File: src/rtl/rob_commit_arb_pkg.sv
// Shared constants and payload type for the ROB commit arbiter.
// Holds the default commit-source count, the RS source indices and the
// ROB-side field widths used by the interface, the arbiter and the bench.
package rob_commit_arb_pkg;

    localparam int unsigned PORT_NUM_DEF = 4;

    // Reservation-station commit source order
    localparam int unsigned RS_INT    = 0;
    localparam int unsigned RS_MDU    = 1;
    localparam int unsigned RS_MEM    = 2;
    localparam int unsigned RS_BRANCH = 3;

    localparam int unsigned ROB_ADDR_W = 6;
    localparam int unsigned EXC_TYPE_W = 4;
    localparam int unsigned DATA_W     = 32;

    // One committed entry as carried from an RS to the ROB
    typedef struct packed {
        logic [ROB_ADDR_W-1:0] addr;
        logic [EXC_TYPE_W-1:0] exc_type;
        logic [DATA_W-1:0]     data;
    } commit_entry_t;

endpackage

File: src/rtl/rob_commit_arb_if.sv
// Commit bus between the reservation stations, the commit arbiter and the ROB.
// Signals:
//   flush                      pipeline flush from ROB
//   can_commit / commit_*      per-RS offered entry
//   commit_en                  one-hot grant back to the RSs
//   rob_ready                  ROB accepts the held entry
//   rob_write_en / rob_*       held entry toward the ROB
// Modports: slave = arbiter view, master = RS/ROB (environment) view.
interface rob_commit_arb_if
    import rob_commit_arb_pkg::*;
#(
    parameter int unsigned PORT_NUM = PORT_NUM_DEF
) ();

    logic                                 flush;
    logic [PORT_NUM-1:0]                  can_commit;
    logic [PORT_NUM-1:0][ROB_ADDR_W-1:0]  commit_addr;
    logic [PORT_NUM-1:0][EXC_TYPE_W-1:0]  commit_exc_type;
    logic [PORT_NUM-1:0][DATA_W-1:0]      commit_data;
    logic [PORT_NUM-1:0]                  commit_en;
    logic                                 rob_ready;
    logic                                 rob_write_en;
    logic [ROB_ADDR_W-1:0]                rob_addr;
    logic [EXC_TYPE_W-1:0]                rob_exc_type;
    logic [DATA_W-1:0]                    rob_data;

    modport slave (
        input  flush, can_commit, commit_addr, commit_exc_type, commit_data, rob_ready,
        output commit_en, rob_write_en, rob_addr, rob_exc_type, rob_data
    );

    modport master (
        output flush, can_commit, commit_addr, commit_exc_type, commit_data, rob_ready,
        input  commit_en, rob_write_en, rob_addr, rob_exc_type, rob_data
    );

endinterface

File: src/rtl/rob_commit_arb_rr_arbiter.sv
// Round-robin arbiter: one-hot grant to the first requester found starting
// at ptr and wrapping modulo N. Purely combinational; reusable for CDB.
// Ports:
//   req    request vector
//   ptr    highest-priority index
//   grant  one-hot grant (zero when no request)
module rob_commit_arb_rr_arbiter #(
    parameter int unsigned N     = 4,
    parameter int unsigned PTR_W = 2
) (
    input  logic [N-1:0]     req,
    input  logic [PTR_W-1:0] ptr,
    output logic [N-1:0]     grant
);

    logic             found;
    logic [PTR_W-1:0] idx;

    // Scan N positions starting at ptr; first hit wins
    always_comb begin
        grant = '0;
        found = 1'b0;
        idx   = '0;
        for (int unsigned i = 0; i < N; i++) begin
            idx = PTR_W'((32'(ptr) + i) % N);
            if (!found && req[idx]) begin
                grant[idx] = 1'b1;
                found      = 1'b1;
            end
        end
    end

endmodule

File: src/rtl/rob_commit_arb.sv
// ROB commit arbiter: picks one RS commit entry per cycle round-robin and
// holds it in a single output slot until the ROB accepts it.
// Ports:
//   clk, rst   clock, synchronous active-high reset
//   bus        commit bus (slave modport): RS offers in, commit_en grant
//              out, registered rob_* slot toward the ROB
module rob_commit_arb
    import rob_commit_arb_pkg::*;
#(
    parameter int unsigned PORT_NUM = PORT_NUM_DEF
) (
    input  logic                clk,
    input  logic                rst,
    rob_commit_arb_if.slave     bus
);

    localparam int unsigned PTR_W = (PORT_NUM > 1) ? $clog2(PORT_NUM) : 1;

    logic              slot_valid;
    commit_entry_t     slot;
    logic [PTR_W-1:0]  ptr;

    logic              slot_free_c;
    logic [PORT_NUM-1:0] req_c;
    logic [PORT_NUM-1:0] grant_c;
    commit_entry_t     sel_c;
    logic [PTR_W-1:0]  grant_idx_c;
    logic [PTR_W-1:0]  ptr_next_c;

    // Slot can take a new entry when empty or being drained this cycle
    assign slot_free_c = !slot_valid || bus.rob_ready;
    assign req_c       = (slot_free_c && !bus.flush && !rst) ? bus.can_commit : '0;

    rob_commit_arb_rr_arbiter #(
        .N     (PORT_NUM),
        .PTR_W (PTR_W)
    ) u_rr (
        .req   (req_c),
        .ptr   (ptr),
        .grant (grant_c)
    );

    // One-hot AND-OR mux of the granted payload and its index
    always_comb begin
        sel_c       = '0;
        grant_idx_c = '0;
        for (int unsigned i = 0; i < PORT_NUM; i++) begin
            sel_c.addr     |= bus.commit_addr[i]     & {ROB_ADDR_W{grant_c[i]}};
            sel_c.exc_type |= bus.commit_exc_type[i] & {EXC_TYPE_W{grant_c[i]}};
            sel_c.data     |= bus.commit_data[i]     & {DATA_W{grant_c[i]}};
            grant_idx_c    |= PTR_W'(i)              & {PTR_W{grant_c[i]}};
        end
        ptr_next_c = (grant_idx_c == PTR_W'(PORT_NUM - 1)) ? '0 : grant_idx_c + PTR_W'(1);
    end

    // Slot and pointer update; flush and reset override any drain/grant
    always_ff @(posedge clk) begin
        if (rst) begin
            slot_valid <= 1'b0;
            slot       <= '0;
            ptr        <= '0;
        end else if (bus.flush) begin
            slot_valid <= 1'b0;
        end else if (|grant_c) begin
            slot_valid <= 1'b1;
            slot       <= sel_c;
            ptr        <= ptr_next_c;
        end else if (slot_valid && bus.rob_ready) begin
            slot_valid <= 1'b0;
        end
    end

    assign bus.commit_en    = grant_c;
    assign bus.rob_write_en = slot_valid;
    assign bus.rob_addr     = slot.addr;
    assign bus.rob_exc_type = slot.exc_type;
    assign bus.rob_data     = slot.data;

endmodule
File: src/flat_wrapper.sv
// flat-port wrapper written by rule: the top's interface ports become plain ports
module rob_commit_arb_flat import rob_commit_arb_pkg::*;
#(
    parameter int unsigned PORT_NUM = PORT_NUM_DEF
)
  (clk, rst, bus_flush, bus_can_commit, bus_commit_addr, bus_commit_exc_type, bus_commit_data, bus_rob_ready, bus_commit_en, bus_rob_write_en, bus_rob_addr, bus_rob_exc_type, bus_rob_data);
  rob_commit_arb_if #(.PORT_NUM(PORT_NUM)) bus_i ();
  input  logic clk;
  input  logic rst;
  input wire logic [$bits(bus_i.flush)-1:0] bus_flush;
  input wire logic [$bits(bus_i.can_commit)-1:0] bus_can_commit;
  input wire logic [$bits(bus_i.commit_addr)-1:0] bus_commit_addr;
  input wire logic [$bits(bus_i.commit_exc_type)-1:0] bus_commit_exc_type;
  input wire logic [$bits(bus_i.commit_data)-1:0] bus_commit_data;
  input wire logic [$bits(bus_i.rob_ready)-1:0] bus_rob_ready;
  output wire logic [$bits(bus_i.commit_en)-1:0] bus_commit_en;
  output wire logic [$bits(bus_i.rob_write_en)-1:0] bus_rob_write_en;
  output wire logic [$bits(bus_i.rob_addr)-1:0] bus_rob_addr;
  output wire logic [$bits(bus_i.rob_exc_type)-1:0] bus_rob_exc_type;
  output wire logic [$bits(bus_i.rob_data)-1:0] bus_rob_data;
  assign bus_i.flush = bus_flush;
  assign bus_i.can_commit = bus_can_commit;
  assign bus_i.commit_addr = bus_commit_addr;
  assign bus_i.commit_exc_type = bus_commit_exc_type;
  assign bus_i.commit_data = bus_commit_data;
  assign bus_i.rob_ready = bus_rob_ready;
  assign bus_commit_en = bus_i.commit_en;
  assign bus_rob_write_en = bus_i.rob_write_en;
  assign bus_rob_addr = bus_i.rob_addr;
  assign bus_rob_exc_type = bus_i.rob_exc_type;
  assign bus_rob_data = bus_i.rob_data;
  rob_commit_arb #(.PORT_NUM(PORT_NUM)) u_core (.clk(clk), .rst(rst), .bus(bus_i));
endmodule
File: config.mk
export PLATFORM = sky130hd
export DESIGN_NAME = rob_commit_arb_flat
export DESIGN_NICKNAME = d
export VERILOG_FILES = /design/src/rtl/rob_commit_arb_pkg.sv /design/src/rtl/rob_commit_arb_if.sv /design/src/rtl/rob_commit_arb_rr_arbiter.sv /design/src/rtl/rob_commit_arb.sv /design/src/flat_wrapper.sv
export SDC_FILE = /design/constraint.sdc
export NUM_CORES = 1
export LEC_CHECK = 0
export ABC_AREA = 1
export BUFFER_PORTS_ARGS = -buffer_cell sky130_fd_sc_hd__clkbuf_2
export CAP_MARGIN = 10
export CORE_ASPECT_RATIO = 0.7
export CORE_MARGIN = 2
export CORE_UTILIZATION = 40
export DETAILED_ROUTE_END_ITERATION = 8
export PLACE_DENSITY = 0.88
export RECOVER_POWER = 50
export REMOVE_ABC_BUFFERS = 1
export SLEW_MARGIN = 20
export SYNTH_ARGS = -nofsm -noshare
export SYNTH_HDL_FRONTEND = slang
export SYNTH_SLANG_ARGS = --single-unit
File: constraint.sdc
create_clock -name clk -period 5.4 [get_ports clk]
set_clock_uncertainty 0.1 [all_clocks]
set_input_delay 0.54 -clock clk [delete_from_list [all_inputs] [get_ports clk]]
set_output_delay 0.54 -clock clk [all_outputs]
set_load 0.02 [all_outputs]
==> flow_summary.toml, run 1 <==
[placement]
place_inst = 847
port_buffers = 222
finalWeightedCongestion = 0.957
place_hpwl_um = 7510
post_dp_cell_area_um2 = 4270

[detailed_routing]
routed_via_density = 4.70
drcViolationCount = 0
ant_nets = 0
firstDrtPassIters = 4
wirelength_um = 10100
first_iter_violations = 171
avgRoutedWirePerCell_um = 11.9
num_vias = 4017

[final_layout]
area_growth_pct = 33.8
nNetsFinal = 935
fillers = 803
multi_input_area_um2 = 2050
drive_gt1_share_pct = 27.3
finalNonFillerCells = 855
final_area_um2 = 4390
seqCellArea_um2 = 901
diodes = 0

[global_route]
grt.total_usage_pct = 22.0
grt_antenna_before_repair = 0
grt_pass1_vias = 3606
grt_first_pass_wirelength_um = 16300
overflow = 0
grt_max_degree = 46

[floorplan]
start_util_pct = 41.5
pin_count = 223
die_area_um2 = 8960
num_rows = 27
core_area_um2 = 7910
dieHeight_um = 79.8
die_width_um = 112

[clock_network]
cts-htree-levels = 2
cts_tree = "done"
hold_buffers = 0
path_clk_slew_ns = 0.06
cts.sink_count = 45
numCtsBuffers = 5
clock_latency_ns = 0.28
cts_setup_buffers = 0
post_cts_resized = 0
cts-root-buf = "clkbuf_16"
cts_buffer_depth = 2

[synthesis]
yosysSeqAreaShare_pct = 27.4
netlist-cell-type-count = 21
yosys_warnings = 0
synth_seq_cells = 45
syn_inst = 554
synth_area_um2 = 3280
avgSynthCellArea_um2 = 5.92

[worst_setup_path]
crit_required_ns = 4.76
worstPathCellList = "inv_1, ha_1, inv_1, nand2_1, nand2_2, nor2_4, nand3_1, nand3_2, buf_4, clkbuf_2"
critical_path.slowest_cell = "nand3_2"
worst-path-buf-inv = 4
critPathCapture = "bus_commit_en[2]"
arrival_ns = 3.01
end_kind = "output port"
reg2reg_slack_ns = 2.03
critPathMaxFanout = 28
worst-path-stages = 10
critPathLaunch = "u_core.ptr[0]"
r2r-start = "u_core.ptr[0]"
critPathTopFamily = "buffers and inverters"
worst_setup_path_start_kind = "register"
reg2reg_to = "u_core.bus.rob_addr[3]"
worst-r2r-cell-count = 11
cpPeakStageDelay_ns = 0.56
crit_path_frequent_cell = "inv_1"
crit_type = "reg -> out"

[sta]
rsz0062_at_grt = "false"
max_slew.worst_pin.slew_ns = 0.710
slew_viol_final = 0
hold_viol_final = 0
slew_headroom_pct = 52.6
clock.fmax_mhz = 274
setup_tns_ns = 0
post-route-period-util_pct = 67.6
holdWs_ns = 0.384
finalSetupViolCount = 0
fin_crit_ns = 3.65

[power]
power.total_mw = 2.42
leakagePower_nw = 2.44
ir_worst_vdd_v = 0.000386
p_per_area_nw_per_um2 = 552

[job]
max_cap_violations = 0

[min_path]
min_path_type = "reg -> reg"

[status]
status = "finished clean"
==> synthesized netlist by cell type (all sizes together) <==
| library cell | number | area (um2) |
|---|---|---|
| nand2 | 284 | 1080 |
| nand3 | 70 | 400 |
| nor2 | 52 | 245 |
| dfxtp | 45 | 901 |
| a21oi | 43 | 215 |
| buf | 28 | 250 |
| inv | 15 | 56.3 |
| ha | 6 | 75.1 |
| nand4 | 6 | 37.5 |
| clkbuf | 5 | 22.5 |
==> tightest hold or removal path, stage by stage, from the launching register on <==
cell and delay (ns):
dfxtp_1 0.31, nand3_1 0.07, a21oi_1 0.06
==> routing by layer <==
layer	global-route usage [%]	part of all wire (%)	vias to the layer above
li1	-	-	2146
met5	0	0	-
met3	5.32	9.1	4
met2	39.9	48	163
met4	3.90	0.47	0
met1	26.9	43	1704
==> power breakdown <==
part | switching (mW) | internal [mW] | leakage [nW] | total (mW)
clock network | 0.122 | 0.231 | 0.0831 | 0.352
logic | 1.09 | 0.482 | 1.99 | 1.57
registers | 0.0560 | 0.443 | 0.371 | 0.499
==> worst min path at each step <==
stage,cells past startpoint,startpoint,to,slack [ns]
after global routing,2,u_core.bus.rob_data[28],u_core.bus.rob_data[28],0.40
after floorplan,2,u_core.bus.rob_addr[0],u_core.bus.rob_addr[0],0.46
after detailed placement,2,u_core.bus.rob_data[3],u_core.bus.rob_data[3],0.37
after CTS,2,u_core.bus.rob_data[3],u_core.bus.rob_data[3],0.38
after global placement,2,u_core.bus.rob_data[29],u_core.bus.rob_data[29],0.37
final,2,u_core.bus.rob_data[4],u_core.bus.rob_data[4],0.38
==> registers in the layout (all words and copies together) (netlist names) <==
signal                   count
u_core.bus.rob_data         32
u_core.ptr                   2
u_core.bus.rob_exc_type      4
u_core.bus.rob_write_en      1
u_core.bus.rob_addr          6
==> per-stage QoR <==
stage / util (%) / worst slack (ns)
2_1_floorplan: - / 2.42
3_3_place_gp: 54.0 / 2.04
3_5_place_dp: 54.0 / 1.93
4_1_cts: 56.2 / 1.76
5_1_grt: 55.5 / 1.50
6_report: 55.5 / 1.75
==> logic make-up after synthesis <==
| logic type | after synthesis | synth area share (%) |
|---|---|---|
| AND/OR/NAND/NOR | 412 | 53.7 |
| buffers and inverters | 48 | 10.0 |
| flip-flops | 45 | 27.4 |
| AO/OA/AOI/OAI | 43 | 6.56 |
| adder cells (fa/ha/maj) | 6 | 2.29 |
==> layout make-up <==
class                   instances  share of cell area, %
clock inverters                 2                  0.855
well taps                     101                   2.88
multi-input cells             461                   46.7
inverters                      15                   1.28
repair buffers                225                   24.6
clock buffers                   6                   3.16
flip-flops and latches         45                   20.5
==> layout by cell type, fill, tap and decap left out, drive strengths merged <==
master and instances:
inv 15, clkinvlp 1, buf 3, a21oi 43
dfxtp 45, clkbuf 228, nor2 52, nand3 70
nand2 284, ha 6, nand4 6, bufinv 1
(Power assumes the default switching activity.)
==> run 2, diff against run 1 <==
--- a/config.mk
+++ b/config.mk
@@ -10,9 +10,9 @@
 export CAP_MARGIN = 10
 export CORE_ASPECT_RATIO = 0.7
 export CORE_MARGIN = 2
-export CORE_UTILIZATION = 40
+export CORE_UTILIZATION = 38
 export DETAILED_ROUTE_END_ITERATION = 8
-export PLACE_DENSITY = 0.88
+export PLACE_DENSITY = 0.87
 export RECOVER_POWER = 50
 export REMOVE_ABC_BUFFERS = 1
 export SLEW_MARGIN = 20
==> constraint.sdc (replaced) <==
create_clock -name clk -period 2.9 [get_ports clk]
set_clock_uncertainty 0.1 [all_clocks]
set_input_delay 0.29 -clock clk [delete_from_list [all_inputs] [get_ports clk]]
set_output_delay 0.29 -clock clk [all_outputs]
set_load 0.02 [all_outputs]
==> flow_summary.toml, run 2 (synthesis results as in run 1) <==
[final_layout]
finalNonFillerCells = 869
area_growth_pct = 36.6
layout_commonest_cell = "nand2_1"
drive_gt1_share_pct = 28.4
layout_common_cells = "nand2_1 (281), clkbuf_2 (179), nand3_1 (63)"
largest_register_ffs = 32
diodes = 0
nNetsFinal = 946

[worst_setup_path]
end_kind = "output port"
cpPeakStageDelay_ns = 0.39
worst-path-buf-inv = 3
crit_type = "reg -> out"
arrival_ns = 2.32
worstPathCellList = "inv_1, ha_1, inv_1, nand2_1, nand2_2, nor2_4, nand3_1, nand3_4, clkbuf_2"
critPathMaxFanout = 23
crit_path_frequent_cell = "inv_1"
critPathLaunch = "u_core.ptr[1]"
r2r-start = "u_core.ptr[1]"
critical_path.slowest_cell = "dfxtp_2"
crit_required_ns = 2.51
critPathTopFamily = "simple AND/OR/NAND/NOR gates"
worst_setup_path_start_kind = "register"

[clock_network]
cts-root-buf = "clkbuf_16"
clock_latency_ns = 0.28
hold_buffers = 0
cts_buffer_depth = 2
cts-htree-levels = 2
path_clk_slew_ns = 0.07
cts.sink_count = 45
numCtsBuffers = 5
cts_tree = "done"
cts_setup_buffers = 0

[placement]
finalWeightedCongestion = 0.911
place_inst = 862
port_buffers = 222
place_hpwl_um = 8060

[global_route]
use_met2_pct = 38.6
grt.total_usage_pct = 21.0
grt.met1_usage_pct = 25.8
grt_max_degree = 45
grt_first_pass_wirelength_um = 15800
grt_pass1_vias = 3434
grtUsageMet3_pct = 4.06
top_usage_layer = "met2"
overflow = 0
grt_antenna_before_repair = 0

[min_path]
min_path_type = "in -> reg"
hp-start = "bus_commit_data[96]"

[floorplan]
start_util_pct = 39.0
core_area_um2 = 8410
pin_count = 223
die_area_um2 = 9410
num_rows = 28
dieHeight_um = 81.8
die_width_um = 115

[job]
max_cap_violations = 0

[sta]
fin_crit_ns = 2.71
rsz0062_at_grt = "false"
max_slew.worst_pin.slew_ns = 0.473
post-route-period-util_pct = 93.4
holdWs_ns = 0.244
hold_viol_final = 0
slew_headroom_pct = 68.5
clock.fmax_mhz = 369
finalSetupViolCount = 0
slew_viol_final = 0

[detailed_routing]
num_vias = 4133
wirelength_um = 10600
ant_nets = 0
routed_via_density = 4.76
firstDrtPassIters = 4
avgRoutedWirePerCell_um = 12.1
first_iter_violations = 221
drcViolationCount = 0

[power]
p_per_area_nw_per_um2 = 1030
leakagePower_nw = 2.50
ir_worst_vdd_v = 0.000709

[status]
status = "finished clean"
==> run 2: cell type report <==
class                           instances  area, um2
Fill cell                             890       3920
Clock buffer                            7        143
Sequential cell                        45        902
Inverter                               15       56.3
Multi-Input combinational cell        461       2050
Tap cell                              105        131
Timing Repair Buffer                  236       1200
==> run 2: timing repair <==
action / CTS / global route
endpoints found under the hold margin: 0 / 0
setup endpoints to repair: 0 / 7
resized for setup: 0 / 1
==> run 2: power breakdown <==
part	total [mW]	switching, mW	internal (mW)
Sequential	0.925	0.0995	0.826
Clock	0.556	0.218	0.338
Combinational	3.15	2.08	1.07
Total	4.63	2.40	2.23
==> run 2: worst paths after layout <==
check        depth (start not counted)                 endpoint  slack [ns]
max                                  9         bus_commit_en[0]        0.19
min                                  5   u_core.bus.rob_data[0]        0.24
max reg2reg                         12  u_core.bus.rob_data[20]        0.33
min reg2reg                          2   u_core.bus.rob_addr[1]        0.38
==> run 2: worst min-delay path, delay by kind of cell <==
| kind | cells | cell delay (ns) |
|---|---|---|
| and+or+nand+nor | 3 | 0.12 |
| AOI/OAI and AO/OA | 1 | 0.10 |
| buffers and inverters | 1 | 0.07 |
==> run 2: metal layers <==
metal | part of all wire [%] | wire length, um
met5 | 0 | 0
met4 | 1.0 | 105
met3 | 8.4 | 882
met2 | 47 | 4980
met1 | 43 | 4590
==> run 2: per-stage QoR <==
stage	TNS (ns)	power (mW)	utilization (%)	cell area, um2	setup WS [ns]
finish	0	4.63	53.3	4480	0.191
global route	0	5.09	53.3	4480	0.0327
CTS	0	4.73	54.0	4540	0.0896
detailed placement	0	4.15	52.3	4390	0.239
global placement	0	4.12	52.3	4390	0.319
floorplan	-1.56	3.01	-	3010	-0.0474
